<file path="config.mk">
export PLATFORM = sky130hd
export DESIGN_NAME = multicycle_controller_flat
export DESIGN_NICKNAME = d
export VERILOG_FILES = /design/src/rtl/multicycle_controller_if.sv /design/src/rtl/multicycle_controller.sv /design/src/flat_wrapper.sv
export SDC_FILE = /design/constraint.sdc
export NUM_CORES = 1
export LEC_CHECK = 0
export CAP_MARGIN = 20
export CORE_MARGIN = 2
export CORE_UTILIZATION = 55
export CTS_BUF_LIST = sky130_fd_sc_hd__clkbuf_8
export DETAILED_ROUTE_END_ITERATION = 12
export DONT_BUFFER_PORTS = 1
export PLACE_DENSITY = 0.7
export REMOVE_ABC_BUFFERS = 1
export SYNTH_ARGS = -nofsm -noshare
export SYNTH_HDL_FRONTEND = slang
export SYNTH_SLANG_ARGS = --single-unit
</file>
<file path="constraint.sdc">
create_clock -name clk -period 4.21 [get_ports clk]
set_input_delay 1.0525 -clock clk [delete_from_list [all_inputs] [get_ports clk]]
set_output_delay 1.0525 -clock clk [all_outputs]
set_load 0.005 [all_outputs]
</file>
<file path="src/rtl/multicycle_controller_if.sv">
// multicycle_controller_if: control and status bundle between the multi-cycle controller and its datapath
interface multicycle_controller_if #(
   parameter int CNT_W = 32
);
   logic [5:0]       op;
   logic [5:0]       funct;
   logic             zero;
   logic             mem_ready;
   logic             memread;
   logic             memwrite;
   logic             iord;
   logic             irwrite;
   logic             pcen;
   logic [1:0]       pcsrc;
   logic             alusrca;
   logic [1:0]       alusrcb;
   logic [2:0]       alucont;
   logic             zeroext;
   logic             regdst;
   logic             memtoreg;
   logic             regwrite;
   logic             illegal;
   logic             mem_err;
   logic [CNT_W-1:0] instret;

   modport master (
      input  op, funct, zero, mem_ready,
      output memread, memwrite, iord, irwrite, pcen, pcsrc, alusrca, alusrcb, alucont,
             zeroext, regdst, memtoreg, regwrite, illegal, mem_err, instret
   );

   modport slave (
      output op, funct, zero, mem_ready,
      input  memread, memwrite, iord, irwrite, pcen, pcsrc, alusrca, alusrcb, alucont,
             zeroext, regdst, memtoreg, regwrite, illegal, mem_err, instret
   );
endinterface

</file>
<file path="src/rtl/multicycle_controller.sv">
// multicycle_controller: multi-cycle MIPS control FSM with memory-ready watchdog and retired-instruction counter
module multicycle_controller #(
   parameter int TIMEOUT = 16,
   parameter int CNT_W   = 32
) (
   input logic                     clk,
   input logic                     resetn,
   multicycle_controller_if.master bus
);
   localparam int cw = $clog2(TIMEOUT + 2);
   localparam logic [cw-1:0] wd_limit = cw'(TIMEOUT);

   localparam logic [5:0] op_rtype = 6'h00;
   localparam logic [5:0] op_j     = 6'h02;
   localparam logic [5:0] op_beq   = 6'h04;
   localparam logic [5:0] op_bne   = 6'h05;
   localparam logic [5:0] op_addi  = 6'h08;
   localparam logic [5:0] op_slti  = 6'h0A;
   localparam logic [5:0] op_andi  = 6'h0C;
   localparam logic [5:0] op_ori   = 6'h0D;
   localparam logic [5:0] op_lw    = 6'h23;
   localparam logic [5:0] op_sw    = 6'h2B;

   localparam logic [5:0] fn_add = 6'h20;
   localparam logic [5:0] fn_sub = 6'h22;
   localparam logic [5:0] fn_and = 6'h24;
   localparam logic [5:0] fn_or  = 6'h25;
   localparam logic [5:0] fn_slt = 6'h2A;

   typedef enum logic [3:0] {
      IDLE, FETCH, DECODE, MEMADR, MEMRD, MEMWB, MEMWR,
      RTYPEEX, ALUWB, BRANCH, IMMEX, IMMWB, JUMP
   } state_t;

   state_t           state, state_n;
   logic [cw-1:0]    wcnt;
   logic [CNT_W-1:0] count;
   logic             r_ok, is_mem, is_br, is_imm;
   logic             waiting, abort, retire;

   assign r_ok   = bus.op == op_rtype &&
                   (bus.funct == fn_add || bus.funct == fn_sub || bus.funct == fn_and ||
                    bus.funct == fn_or  || bus.funct == fn_slt);
   assign is_mem = bus.op == op_lw || bus.op == op_sw;
   assign is_br  = bus.op == op_beq || bus.op == op_bne;
   assign is_imm = bus.op == op_addi || bus.op == op_andi || bus.op == op_ori || bus.op == op_slti;

   // Only the three memory-facing states can stall on mem_ready; a ready in the
   // same cycle as the limit wins, so the abort requires ready to be low.
   assign waiting = state == FETCH || state == MEMRD || state == MEMWR;
   assign abort   = TIMEOUT != 0 && waiting && !bus.mem_ready && wcnt == wd_limit;
   assign retire  = state == MEMWB || state == ALUWB || state == BRANCH ||
                    state == IMMWB || state == JUMP  || (state == MEMWR && bus.mem_ready);

   assign bus.instret = count;

   // State, watchdog counter and retired-instruction counter
   always_ff @(posedge clk or negedge resetn) begin
      if (!resetn) begin
         state <= IDLE;
         wcnt  <= '0;
         count <= '0;
      end else begin
         state <= state_n;
         wcnt  <= (state_n != state || bus.mem_ready || !waiting) ? '0 : wcnt + 1'b1;
         if (retire) count <= count + 1'b1;
      end
   end

   // Next state and state-decoded control outputs, with the watchdog abort overriding last
   always_comb begin
      state_n      = state;
      bus.memread  = 1'b0;
      bus.memwrite = 1'b0;
      bus.iord     = 1'b0;
      bus.irwrite  = 1'b0;
      bus.pcen     = 1'b0;
      bus.pcsrc    = 2'b00;
      bus.alusrca  = 1'b0;
      bus.alusrcb  = 2'b00;
      bus.alucont  = 3'b000;
      bus.zeroext  = 1'b0;
      bus.regdst   = 1'b0;
      bus.memtoreg = 1'b0;
      bus.regwrite = 1'b0;
      bus.illegal  = 1'b0;
      bus.mem_err  = 1'b0;
      case (state)
         IDLE: state_n = FETCH;
         FETCH: begin
            bus.memread = 1'b1;
            bus.alusrcb = 2'b01;
            bus.alucont = 3'b010;
            bus.irwrite = bus.mem_ready;
            bus.pcen    = bus.mem_ready;
            state_n     = bus.mem_ready ? DECODE : FETCH;
         end
         DECODE: begin
            bus.alusrcb = 2'b11;
            bus.alucont = 3'b010;
            bus.illegal = !(is_mem || r_ok || is_br || is_imm || bus.op == op_j);
            state_n     = is_mem ? MEMADR :
                          r_ok   ? RTYPEEX :
                          is_br  ? BRANCH :
                          is_imm ? IMMEX :
                          bus.op == op_j ? JUMP : FETCH;
         end
         MEMADR: begin
            bus.alusrca = 1'b1;
            bus.alusrcb = 2'b10;
            bus.alucont = 3'b010;
            state_n     = bus.op == op_lw ? MEMRD : MEMWR;
         end
         MEMRD: begin
            bus.memread = 1'b1;
            bus.iord    = 1'b1;
            state_n     = bus.mem_ready ? MEMWB : MEMRD;
         end
         MEMWB: begin
            bus.memtoreg = 1'b1;
            bus.regwrite = 1'b1;
            state_n      = FETCH;
         end
         MEMWR: begin
            bus.memwrite = 1'b1;
            bus.iord     = 1'b1;
            state_n      = bus.mem_ready ? FETCH : MEMWR;
         end
         RTYPEEX: begin
            bus.alusrca = 1'b1;
            bus.alucont = bus.funct == fn_sub ? 3'b110 :
                          bus.funct == fn_and ? 3'b000 :
                          bus.funct == fn_or  ? 3'b001 :
                          bus.funct == fn_slt ? 3'b111 : 3'b010;
            state_n     = ALUWB;
         end
         ALUWB: begin
            bus.regdst   = 1'b1;
            bus.regwrite = 1'b1;
            state_n      = FETCH;
         end
         BRANCH: begin
            bus.alusrca = 1'b1;
            bus.alucont = 3'b110;
            bus.pcsrc   = 2'b01;
            bus.pcen    = (bus.op == op_beq && bus.zero) || (bus.op == op_bne && !bus.zero);
            state_n     = FETCH;
         end
         IMMEX: begin
            bus.alusrca = 1'b1;
            bus.alusrcb = 2'b10;
            bus.alucont = bus.op == op_andi ? 3'b000 :
                          bus.op == op_ori  ? 3'b001 :
                          bus.op == op_slti ? 3'b111 : 3'b010;
            bus.zeroext = bus.op == op_andi || bus.op == op_ori;
            state_n     = IMMWB;
         end
         IMMWB: begin
            bus.regwrite = 1'b1;
            state_n      = FETCH;
         end
         JUMP: begin
            bus.pcsrc = 2'b10;
            bus.pcen  = 1'b1;
            state_n   = FETCH;
         end
         default: state_n = IDLE;
      endcase
      if (abort) begin
         bus.memread  = 1'b0;
         bus.memwrite = 1'b0;
         bus.irwrite  = 1'b0;
         bus.pcen     = 1'b0;
         bus.mem_err  = 1'b1;
         state_n      = IDLE;
      end
   end
endmodule

</file>
<file path="src/flat_wrapper.sv">
// flat-port wrapper written by rule: the top's interface ports become plain ports
module multicycle_controller_flat 
#(
   parameter int TIMEOUT = 16,
   parameter int CNT_W   = 32
)
  (clk, resetn, bus_op, bus_funct, bus_zero, bus_mem_ready, bus_memread, bus_memwrite, bus_iord, bus_irwrite, bus_pcen, bus_pcsrc, bus_alusrca, bus_alusrcb, bus_alucont, bus_zeroext, bus_regdst, bus_memtoreg, bus_regwrite, bus_illegal, bus_mem_err, bus_instret);
  multicycle_controller_if #(.CNT_W(CNT_W)) bus_i ();
  input logic clk;
  input logic resetn;
  input wire logic [$bits(bus_i.op)-1:0] bus_op;
  input wire logic [$bits(bus_i.funct)-1:0] bus_funct;
  input wire logic [$bits(bus_i.zero)-1:0] bus_zero;
  input wire logic [$bits(bus_i.mem_ready)-1:0] bus_mem_ready;
  output wire logic [$bits(bus_i.memread)-1:0] bus_memread;
  output wire logic [$bits(bus_i.memwrite)-1:0] bus_memwrite;
  output wire logic [$bits(bus_i.iord)-1:0] bus_iord;
  output wire logic [$bits(bus_i.irwrite)-1:0] bus_irwrite;
  output wire logic [$bits(bus_i.pcen)-1:0] bus_pcen;
  output wire logic [$bits(bus_i.pcsrc)-1:0] bus_pcsrc;
  output wire logic [$bits(bus_i.alusrca)-1:0] bus_alusrca;
  output wire logic [$bits(bus_i.alusrcb)-1:0] bus_alusrcb;
  output wire logic [$bits(bus_i.alucont)-1:0] bus_alucont;
  output wire logic [$bits(bus_i.zeroext)-1:0] bus_zeroext;
  output wire logic [$bits(bus_i.regdst)-1:0] bus_regdst;
  output wire logic [$bits(bus_i.memtoreg)-1:0] bus_memtoreg;
  output wire logic [$bits(bus_i.regwrite)-1:0] bus_regwrite;
  output wire logic [$bits(bus_i.illegal)-1:0] bus_illegal;
  output wire logic [$bits(bus_i.mem_err)-1:0] bus_mem_err;
  output wire logic [$bits(bus_i.instret)-1:0] bus_instret;
  assign bus_i.op = bus_op;
  assign bus_i.funct = bus_funct;
  assign bus_i.zero = bus_zero;
  assign bus_i.mem_ready = bus_mem_ready;
  assign bus_memread = bus_i.memread;
  assign bus_memwrite = bus_i.memwrite;
  assign bus_iord = bus_i.iord;
  assign bus_irwrite = bus_i.irwrite;
  assign bus_pcen = bus_i.pcen;
  assign bus_pcsrc = bus_i.pcsrc;
  assign bus_alusrca = bus_i.alusrca;
  assign bus_alusrcb = bus_i.alusrcb;
  assign bus_alucont = bus_i.alucont;
  assign bus_zeroext = bus_i.zeroext;
  assign bus_regdst = bus_i.regdst;
  assign bus_memtoreg = bus_i.memtoreg;
  assign bus_regwrite = bus_i.regwrite;
  assign bus_illegal = bus_i.illegal;
  assign bus_mem_err = bus_i.mem_err;
  assign bus_instret = bus_i.instret;
  multicycle_controller #(.TIMEOUT(TIMEOUT), .CNT_W(CNT_W)) u_core (.clk(clk), .resetn(resetn), .bus(bus_i));
endmodule
</file>
Yosys cells after proc, flatten, opt, wreduce, memory -nomap -nowiden
Index checks and enable logic that the tools add are counted.
W data, S select, Z words.

operators by class
  add/subtract/negate cells = 2
  equal/unequal tests = 28
  multiplexer cells = 38
  reduce and logical (&&, ||, !) cells = 43

operators with widths
  cell                     count
  $eq A6 B6 Y1 const B     7
  $add A32 B1 Y32 const B  1
  $pmux W4 S8              1
  $eq A6 B4 Y1 const B     4
  $logic_or A1 B1 Y1       24
  $mux W3                  8
  $mux W4                  6
  $eq A4 B4 Y1 const B     5
  $eq A4 B3 Y1 const B     4
  $mux W1                  16
  $eq A6 B3 Y1 const B     2
  $pmux W3 S4              1
  $eq A4 B2 Y1 const B     2
  $eq A6 B2 Y1 const B     1
  $logic_and A1 B1 Y1      6
  $logic_not A6 Y1         1
  $pmux W2 S3              1
  $reduce_or A2 Y1         3
  $reduce_or A3 Y1         2
  $reduce_or A6 Y1         1
  $add A5 B1 Y5 const B    1
  $eq A5 B5 Y1 const B     1
  $mux W5                  1
  $eq A4 B1 Y1 const B     1
  other kinds (7)          11

word-level totals
  register bits = 41
  input bits = 16
  output and inout port bits = 51
  logic and storage cells = 114

Longest topological paths before layout
Gate-level depths: netlist of the first run.

  depth after elaboration = 14
  gate-level depth with buffers = 7
  mapped depth without buffers = 7

Worst setup path after synthesis of the first run
Ideal clock, no wire load.

  path kind = input to output
  from = input port bus_op[1]
  to = output port bus_alucont[1]
  data arrival time = 1.922 ns
  data required time = 3.158 ns
  slack = 1.235 ns
  stages on the path = 6
  path buffers = 1
  cell sequence = clkbuf_1 nor2b_1 a31o_2 a21oi_1 o21ai_0 nand2_1

between the ends
  word-level cells in the longest chain between the ends = 4
  elaborated cells between the ends (all ways) = 5
  classes of those cells = 2 x eq/ne; 3 x mux

RTL lines
  item           RTL line                      RTL
  from (decl)    flat_wrapper.sv:11            input wire logic [$bits(bus_i.op)-1:0] bus_op;
  $eq A6 B4 Y1   multicycle_controller.sv:153  bus.op == op_ori ? 3'b001 :
  $mux W3        multicycle_controller.sv:153
  $mux W3 *      multicycle_controller.sv:152  bus.alucont = bus.op == op_andi ? 3'b000 :
  $pmux W3 S4 *  multicycle_controller.sv:88   case (state)
  to (decl)      flat_wrapper.sv:23            output wire logic [$bits(bus_i.alucont)-1:0] bus_alucont;

Every way passes the cells marked *; elsewhere a longest branch is shown, timed or not.

Worst setup path in the final report of the first run
  from = register u_core.state[0]
  to = output port bus_memread

between the ends
  word-level cells in the longest chain between the ends = 6
  elaborated cells between the ends (all ways) = 10
  classes of those cells = 3 x eq/ne; 2 x mux; 5 x reduce/logical

RTL lines
  item                                                 RTL line                                                  RTL
  from (decl)                                          multicycle_controller.sv:35                               state_t state, state_n;
  from (signal assigned)                               multicycle_controller.sv:64                               state <= state_n;
  $eq A4 B1 Y1 / $eq A4 B3 Y1 (equally long branches)  multicycle_controller.sv:50, multicycle_controller.sv:88
  $logic_or A1 B1 Y1 (2 in series)                     multicycle_controller.sv:50                               assign waiting = state == FETCH || state == MEMRD || state == MEMWR;
  $logic_and A1 B1 Y1 (2 in series)                    multicycle_controller.sv:51                               assign abort = TIMEOUT != 0 && waiting && !bus.mem_ready && wcnt == wd_limit;
  $mux W1 *                                            multicycle_controller.sv:169                              if (abort) begin
  to (decl)                                            flat_wrapper.sv:15                                        output wire logic [$bits(bus_i.memread)-1:0] bus_memread;

Marked as above.

==> out/results.txt, run 1 <==
Crit Path Max Fanout: 22
Pint: 0.849 mW
DPL Wire Length: 3680 um
Tightest Pin Transition: 639 ps
Commonest register cell after synthesis: dfrtp_1
Nature of the critical path endpoint: primary output
Htree depth: 2
Sequential share of the synthesized area: 41.1%
Achievable Freq: 0.289 GHz
Residual DRC: 0
Initial antenna violation count: 0
Pre-Repair DR Iteration Count: 6
Post-DR wirelength/cell: 16.1 um
Core region area: 0.00435 mm2
Synthesized area per cell: 9.27 um2
Worst EP arrival: 2410 ps
Post-CTS Hold Fix Bufs: 0
Crit-path slowest cell: dfrtp_1
Global route overflow: 0
Post-Synth Adder-Cell Area: 1.51%
Final setup vio count: 0
Post-synthesis register bit count: 41
Clk pin slew, worst setup/hold paths: 80 ps
Cells after Synth: 269
Area of the mapped netlist: 0.00249 mm2
Clk_skew: 7.80 ps
CP cell instances: or3b_2 -> a2111oi_2 -> a2111oi_0
Routed vias/inst: 6.18
Sequential share of power: 43.0%
Leakage Power: 1.06 nW
Root Driver: clkbuf_8
Compound-gate portion of the synthesized area: 13.4%
# diodes: 0
Ys async rst share: 100%
Final Hold Viols: 0
Crit start category: flop
Total power: 1.35 mW
Worst Hold Slack: 447 ps
P per Cell Area: 506 mW/mm2
Setup repair bufs after CTS: 0
Sw Ratio: 37.0%
RD Place Congestion: 0.799
Worst-Skew Late Latency: 290 ps
Simple-gate share of the synthesized area: 27.7%
CP peak stage delay: 750 ps
Part of the power in the clock network: 27.8%
Crit path time final: 3460 ps
Drt first-iter violations: 104
Vias in the first global route: 1,887
Distinct cell type count after synthesis: 54
FP Rows: 24
XOR/XNOR share of the synthesized area: 12.3%
Nets: 287
First-pass GRT wire length: 8740 um
Worst hold path class: input port to asynchronous set/reset pin
Peak VDD IR: 0.000253 V
IO Count: 67
Clock tree from TritonCTS: done
Critical path type: flop to primary output
Die W: 71.3 um
RSZ-0062 raised after global routing: false
Vias: 1,984
Post-route setup TNS: 0 ps
Max-slew violation count: 0
Syn. warnings: 0
Largest net degree at the start of global routing: 42
Share of the synthesized area in the top cell type: 41.1%
Run status: completed
Comb pwr share: 29.2%
Net Switching: 0.497 mW
CTS Buf Count: 5
Yosys top cell by area: dfrtp_1
Starting Density: 57.3%
Area added between synthesis and finish: 6.67%
Filler cells: 365
Share of the clock period used by the worst path: 82.1%
Post-CTS sizing: 0
Largest buffer count on any clock path: 2
CTS sink count: 41
Mux share of post-synthesis cell area: 0.853%
Top cells by area, synth: dfrtp_1, xnor2_1, xor2_1, nand2_1, nand4_1
Post-layout util: 61.1%
Post-synth EDFFs: 0
Antenna viol nets, final: 0
Die height: 71.3 um
Ratio of cells with drive above 1 in the final layout: 7.81%
Slew margin rel.: 56.3%
Port bufs: 0
GRT Overall Usage: 21.2%
Max_cap viols: 0
Main combinational cell family by area after synthesis: simple AND/OR/NAND/NOR gates
Routed Wire Length: 5170 um
Worst path required time: 3160 ps
Die area: 0.00509 mm2
==> worst max-delay path, delay by kind of cell (launching register included) <==
family / cells / cell delay, ps
DFF: 1 / 750
AOI/OAI and AO/OA: 2 / 810
and+or+nand+nor: 1 / 550
==> final timing paths <==
kind,slack [ps],end,cells after the start,start
setup reg to reg,1740,u_core.wcnt[2]$_DFF_PN0_,5,u_core.state[0]$_DFF_PN0_
setup / recovery,750,bus_memread,3,u_core.state[0]$_DFF_PN0_
max in group asynchronous,3680,u_core.bus.instret[4]$_DFFE_PN0P_,0,resetn
hold reg to reg,500,u_core.bus.instret[31]$_DFFE_PN0P_,1,u_core.bus.instret[31]$_DFFE_PN0P_
hold / removal,450,u_core.bus.instret[24]$_DFFE_PN0P_,0,resetn
min in group clk,500,u_core.bus.instret[31]$_DFFE_PN0P_,1,u_core.bus.instret[31]$_DFFE_PN0P_
==> cell usage in the layout (no fill, tap or decap), types with 6 or more instances in the layout <==
| master | instances |
|---|---|
| dfrtp_1 | 41 |
| nand2_1 | 25 |
| xnor2_1 | 24 |
| nor2_1 | 19 |
| nand3_1 | 14 |
| nor3_1 | 12 |
| nand4_1 | 12 |
| inv_1 | 11 |
| xor2_1 | 11 |
| nor2b_1 | 9 |
| and3_1 | 7 |
| nand2b_1 | 6 |
| a21oi_1 | 6 |
| o21ai_0 | 6 |
==> layer usage <==
metal  up-vias  share of wire (%)  track usage (%)
met5         -                  0                0
li1        966                  -                -
met3         7                6.8             7.17
met4         0                1.2             6.71
met2        69                 48             34.6
met1       942                 44             26.5
==> power groups by stage <==
stage	registers (mW)	clock network, mW	logic [mW]
3_3_place_gp	0.582	0	0.384
6_report	0.578	0.375	0.393
5_1_grt	0.596	0.397	0.441
2_1_floorplan	0.547	0	0.328
3_5_place_dp	0.584	0	0.389
4_1_cts	0.577	0.383	0.396
==> final cells by class <==
type / instances / area (um2) / share of cell area, %
well taps: 52 / 65.1 / 2.45
inverters: 11 / 41.3 / 1.55
clock buffers: 5 / 68.8 / 2.59
flip-flops and latches: 41 / 1030 / 38.6
clock inverters: 3 / 68.8 / 2.59
multi-input cells: 209 / 1390 / 52.3
==> synthesized netlist by cell type, drive strengths merged (2+ instances only) <==
cell and count:
o21ai 8, and4 3, or4 2, nand4 12
ha 3, nand3 14, o22ai 3, xnor2 24
inv 11, nor3 12, nor2b 9, a2111oi 2
nor2 19, nor4b 2, or3 3, buf 3
a21oi 6, nor4 5, and2 2, dfrtp 41
or2 2, xor2 11, and3 7, nand2 25
a311oi 2, o21a 2, clkbuf 5, o32a 2
a211oi 4, nand2b 6
==> cell families (layout without fill, tap and decap cells) <==
| logic type | after synthesis | count (layout) |
|---|---|---|
| AOI/OAI and AO/OA | 41 | 41 |
| xor gates and xnor gates | 35 | 35 |
| adders and majority gates | 3 | 3 |
| buffers and inverters | 19 | 19 |
| DFF | 41 | 41 |
| muxes | 2 | 2 |
| and+or+nand+nor | 128 | 128 |
==> state kept, by name, indices dropped and copies added (netlist names) <==
signal / count
u_core.state: 4
u_core.bus.instret: 32
u_core.wcnt: 5
==> metrics by stage <==
stage | worst slack [ps] | instances | area, um2
2_1_floorplan | 1260 | 261 | 2460
3_3_place_gp | 1160 | 313 | 2520
3_5_place_dp | 1110 | 313 | 2520
4_1_cts | 789 | 321 | 2660
5_1_grt | 620 | 321 | 2660
6_report | 752 | 321 | 2660
Power figures use the tool's default switching activity.
==> run 2: changes to the inputs <==
Settings changed: PLACE_DENSITY 0.7 to 0.73.
Clock period 4.21 ns to 2.9 ns, I/O delays scaled along.
==> out/results.txt, run 2 (synthesis results as in run 1) <==
Die W: 71.3 um (unchanged)
First-pass GRT wire length: 8670 um (was 8740 um)
Buffers & Inverters on Critical Path: 0 (unchanged)
Initial antenna violation count: 0 (unchanged)
Post-route setup TNS: 0 ps (unchanged)
IO Count: 67 (unchanged)
Crit-path leading delay family: compound AO/OA/AOI/OAI gates (unchanged)
Register area: 0.00103 mm2 (unchanged)
Drt first-iter violations: 115 (was 104)
RSZ-0062 raised after global routing: false (unchanged)
Nature of the critical path endpoint: primary output (unchanged)
Crit path depth: 3 (unchanged)
Die area: 0.00509 mm2 (unchanged)
Largest buffer count on any clock path: 2 (unchanged)
Ratio of cells with drive above 1 in the final layout: 9.16% (was 7.81%)
Crit-path slowest cell: a2111oi_2 (was dfrtp_1)
Achievable Freq: 0.378 GHz
Clk_skew: 6.84 ps (was 7.80 ps)
Peak VDD IR: 0.000449 V (was 0.000253 V)
Routed vias/inst: 6.26 (was 6.18)
Placed insts: 317 (was 313)
Die height: 71.3 um (unchanged)
Nets: 291 (was 287)
DPL Wire Length: 3780 um (was 3680 um)
Htree depth: 2 (unchanged)
Area added between synthesis and finish: 6.22% (was 6.67%)
FP Rows: 24 (unchanged)
Final non-filler cell total: 325 (was 321)
Clock tree from TritonCTS: done (unchanged)
Final Hold Viols: 0 (unchanged)
Crit Path Max Fanout: 4 (was 22)
GRT Overall Usage: 21.2% (about the same)
CTS Buf Count: 5 (unchanged)
Worst hold path class: input port to asynchronous set/reset pin (unchanged)
Post-DR wirelength/cell: 16.0 um (was 16.1 um)
Worst Setup SP: u_core.state[2]$_DFF_PN0_ (was u_core.state[0]$_DFF_PN0_)
Critical path type: flop to primary output (unchanged)
Crit path time final: 2650 ps
Post-CTS sizing: 0 (unchanged)
Filler cells: 370 (was 365)
Crit start category: flop (unchanged)
# diodes: 0 (unchanged)
Max_cap viols: 0 (unchanged)
CP cell instances: or3b_2 -> a2111oi_2 -> a2111oi_0 (unchanged)
Number of flip-flops in the largest register: 32 (unchanged)
Crit Reg-Reg Startpoint: u_core.state[0]$_DFF_PN0_ (unchanged)
Vias: 2,035 (was 1,984)
Commonest non-fill, non-tap cells in the layout: dfrtp_1, nand2_1, xnor2_1 (unchanged)
Residual DRC: 0 (unchanged)
Final setup vio count: 0 (unchanged)
Slew margin rel.: 63.3% (was 56.3%)
Reg2Reg Depth: 6 (was 5)
Setup repair bufs after CTS: 0 (unchanged)
Global route overflow: 0 (unchanged)
Run status: completed (unchanged)
Pre-Repair DR Iteration Count: 4 (was 6)
Largest net degree at the start of global routing: 42 (unchanged)
Starting Density: 57.3% (unchanged)
Tightest Pin Transition: 536 ps (was 639 ps)
CP peak stage delay: 540 ps (was 750 ps)
Routed Wire Length: 5200 um (was 5170 um)
RD Place Congestion: 0.825 (was 0.799)
CTS sink count: 41 (unchanged)
Post-CTS Hold Fix Bufs: 0 (unchanged)
P per Cell Area: 693 mW/mm2 (was 506 mW/mm2)
Clk pin slew, worst setup/hold paths: 80 ps (about the same)
Root Driver: clkbuf_8 (unchanged)
Share of the clock period used by the worst path: 91.3%
Worst path required time: 2170 ps (was 3160 ps)
Vias in the first global route: 1,861 (was 1,887)
Max-slew violation count: 0 (unchanged)
Port bufs: 0 (unchanged)
Antenna viol nets, final: 0 (unchanged)
Worst-Skew Late Latency: 300 ps (was 290 ps)
Area of the multi-input gates: 0.00139 mm2 (unchanged)
Most common cell after layout, fill and taps aside: dfrtp_1 (unchanged)
Core region area: 0.00435 mm2 (unchanged)
Worst EP arrival: 1920 ps (was 2410 ps)
Leakage Power: 1.06 nW (about the same)
==> run 2: cell types whose count changed in the layout (fill, tap and decap cells not counted), sizes merged <==
cell,delta
buf,+4
bufinv,-2
clkbuf,+1
clkinv,+2
inv,-1
==> run 2: area by class of cell <==
class                           count  share of cell area [%]
Multi-Input combinational cell    209                    52.5
Inverter                           11                    1.56
Timing Repair Buffer                4                    1.13
Sequential cell                    41                    38.7
Clock inverter                      2                   0.520
Clock buffer                        6                    3.12
Tap cell                           52                    2.46
==> run 2: path summary, 6_finish.rpt <==
check | to | slack, ps
worst max-delay path | bus_memread | 250
worst min register to register | u_core.bus.instret[31]$_DFFE_PN0P_ | 490
worst min-delay path | u_core.bus.instret[24]$_DFFE_PN0P_ | 110
max in group asynchronous | u_core.state[3]$_DFF_PN0_ | 2710
worst max register to register | u_core.bus.instret[12]$_DFFE_PN0P_ | 650
min in group clk | u_core.bus.instret[31]$_DFFE_PN0P_ | 490
==> run 2: layer usage <==
layer	global-route usage, %	share of wire [%]
met2	34.4	48
met1	27.5	44
met5	0	0
met4	6.92	1.4
met3	5.91	6.5
==> run 2: worst register-to-register path, stage by stage, from the launching register on <==
cell     delay (ps)
dfrtp_1         340
buf_4           230
nor2b_1         360
o21ai_2         200
a21o_1          310
or4_1           560
xnor2_1         140
==> run 2: per-stage QoR <==
| step | hold slack (ps) | worst slack, ps | area [um2] | power [mW] | utilization (%) |
|---|---|---|---|---|---|
| detailed placement | 430 | 443 | 2550 | 1.45 | 58.6 |
| CTS | 110 | 261 | 2650 | 1.84 | 60.8 |
| global placement | 430 | 499 | 2550 | 1.44 | 58.6 |
| floorplan | 429 | 460 | 2460 | 1.27 | - |
| global route | 101 | 152 | 2650 | 1.96 | 60.8 |
| finish | 111 | 251 | 2650 | 1.84 | 60.8 |
==> run 2: power by group <==
part / leakage [nW] / internal, mW / total, mW / switching [mW]
clock network: 0.0512 / 0.193 / 0.391 / 0.198
registers: 0.532 / 0.649 / 0.742 / 0.0931
logic: 0.479 / 0.264 / 0.703 / 0.439
total: 1.06 / 1.11 / 1.84 / 0.731
==> run 3: changes to the inputs <==
Settings changed: CORE_ASPECT_RATIO set to 1.5, CTS_CLUSTER_DIAMETER set to 40, HOLD_SLACK_MARGIN set to 0.1.
==> out/results.txt, run 3 (synthesis results as in run 1) <==
Run status: complete, but fails checks (was completed)
Failing checks: DRC
Final setup vio count: 0 (unchanged)
Register area: 0.00103 mm2 (about the same)
CP cell instances: or3b_2 -> a2111oi_2 -> buf_4 -> a2111oi_1 -> buf_4 (was or3b_2 -> a2111oi_2 -> a2111oi_0)
Achievable Freq: 0.368 GHz (was 0.378 GHz)
Peak VDD IR: 0.000392 V (was 0.000449 V)
Crit-path slowest cell: or3b_2 (was a2111oi_2)
Antenna viol nets, final: 0 (unchanged)
Nets: 293 (was 291)
Setup ws final: 184 ps (was 251 ps)
Drt first-iter violations: 101 (was 115)
Worst path required time: 2170 ps (about the same)
Final non-filler cell total: 323 (was 325)
Crit-path leading delay family: simple AND/OR/NAND/NOR gates (was compound AO/OA/AOI/OAI gates)
Root Driver: clkbuf_8 (unchanged)
CP peak stage delay: 520 ps (was 540 ps)
Worst Setup EP: bus_memread (unchanged)
Die area: 0.00510 mm2 (was 0.00509 mm2)
Place WS: 344 ps (was 443 ps)
Final Hold Viols: 0 (unchanged)
Tightest Pin Transition: 548 ps (was 536 ps)
Clock tree from TritonCTS: done (unchanged)
Htree depth: 2 (unchanged)
Filler cells: 404 (was 370)
Port bufs: 0 (unchanged)
Critical Path Most Common Cell: buf_4
Leakage Power: 1.07 nW (was 1.06 nW)
Reg-to-reg slack, setup: 710 ps (was 650 ps)
RD Place Congestion: 0.815 (was 0.825)
Number of flip-flops in the largest register: 32 (unchanged)
CTS sink count: 41 (unchanged)
Largest net degree at the start of global routing: 42 (unchanged)
Initial antenna violation count: 0 (unchanged)
Ratio of cells with drive above 1 in the final layout: 10.2% (was 9.16%)
Reg2Reg Depth: 6 (unchanged)
Buffers & Inverters on Critical Path: 2 (was 0)
Crit start category: flop (unchanged)
Total power: 1.82 mW (was 1.84 mW)
Worst-Skew Late Latency: 290 ps (was 300 ps)
Residual DRC: 5 (was 0)
Routed Wire Length: 5560 um (was 5200 um)
Share of the clock period used by the worst path: 93.7% (was 91.3%)
RSZ-0062 raised after global routing: false (unchanged)
Vias: 2,063 (was 2,035)
Core region area: 0.00443 mm2 (was 0.00435 mm2)
Clk_skew: 9.39 ps (was 6.84 ps)
DPL Wire Length: 4050 um (was 3780 um)
IO Count: 67 (unchanged)
Critical path type: flop to primary output (unchanged)
Area of the multi-input gates: 0.00139 mm2 (about the same)
Most common cell after layout, fill and taps aside: dfrtp_1 (unchanged)
Die W: 59.0 um (was 71.3 um)
Crit Reg-Reg Startpoint: u_core.state[2]$_DFF_PN0_ (was u_core.state[0]$_DFF_PN0_)
DP Area: 0.00256 mm2 (was 0.00255 mm2)
Max-slew violation count: 0 (unchanged)
Slew margin rel.: 63.2% (was 63.3%)
Routed vias/inst: 6.39 (was 6.26)
FP Rows: 30 (was 24)
First-pass GRT wire length: 9010 um (was 8670 um)
Max_cap viols: 0 (unchanged)
# diodes: 0 (unchanged)
Capture point of the worst reg-to-reg path: u_core.bus.instret[12]$_DFFE_PN0P_ (unchanged)
Post-DR wirelength/cell: 17.2 um (was 16.0 um)
Pre-Repair DR Iteration Count: 8 (was 4)
P per Cell Area: 688 mW/mm2 (was 693 mW/mm2)
Global route overflow: 0 (unchanged)
Post-CTS Hold Fix Bufs: 0 (unchanged)
CTS Buf Count: 5 (unchanged)
Commonest non-fill, non-tap cells in the layout: dfrtp_1, nand2_1, xnor2_1 (unchanged)
Largest buffer count on any clock path: 2 (unchanged)
Vias in the first global route: 2,037 (was 1,861)
Clk pin slew, worst setup/hold paths: 80 ps (about the same)
GRT Overall Usage: 22.3% (was 21.2%)
Crit Path Max Fanout: 12 (was 4)
Post-CTS sizing: 0 (unchanged)
Post-route setup TNS: 0 ps (unchanged)
Nature of the critical path endpoint: primary output (unchanged)
Final Cell Area: 0.00265 mm2 (about the same)
Die height: 86.5 um (was 71.3 um)
Worst Hold Slack: 122 ps (was 111 ps)
Worst EP arrival: 1990 ps (was 1920 ps)
Post-layout util: 59.9% (was 60.8%)
Crit path time final: 2720 ps (was 2650 ps)
Starting Density: 56.3% (was 57.3%)
Setup repair bufs after CTS: 0 (unchanged)
Crit path depth: 5 (was 3)
Area added between synthesis and finish: 6.32% (was 6.22%)
Placed insts: 315 (was 317)
Worst Setup SP: u_core.state[0]$_DFF_PN0_ (was u_core.state[2]$_DFF_PN0_)
Worst hold path class: input port to asynchronous set/reset pin (unchanged)
-- run 3: worst min-delay path by stage --
stage                                                    end   start  cells past startpoint
after floorplan            u_core.bus.instret[0]$_DFFE_PN0P_  resetn                      0
after global placement    u_core.bus.instret[29]$_DFFE_PN0P_  resetn                      0
after detailed placement  u_core.bus.instret[29]$_DFFE_PN0P_  resetn                      0
after CTS                 u_core.bus.instret[21]$_DFFE_PN0P_  resetn                      0
after global routing               u_core.state[0]$_DFF_PN0_  resetn                      0
final                     u_core.bus.instret[21]$_DFFE_PN0P_  resetn                      0
-- run 3: cell type report --
type                            count  area share (%)
Tap cell                           48            2.27
Clock inverter                      3           0.661
Sequential cell                    41            38.7
Clock buffer                        5            2.60
Multi-Input combinational cell    209            52.5
Inverter                           11            1.56
Timing Repair Buffer                6            1.70
-- run 3: worst register-to-register path, delay by kind of cell, from the launching register on --
kind                   cells  cell delay (ps)
AO/OA/AOI/OAI              2              510
XOR/XNOR                   1              140
buffers and inverters      1              200
flip-flops                 1              350
AND/OR/NAND/NOR            2              880
-- run 3: routing by layer --
layer	GRT usage, %	up-vias	part of all wire [%]
li1	-	981	-
met1	23.3	994	38
met2	43.5	81	55
met3	3.88	7	5.4
met4	6.40	0	1.3
met5	0	-	0
-- run 3: power breakdown --
group | internal (mW) | total [mW] | switching [mW]
clock network | 0.166 | 0.357 | 0.191
registers | 0.650 | 0.763 | 0.113
logic | 0.277 | 0.704 | 0.427
total | 1.09 | 1.82 | 0.731
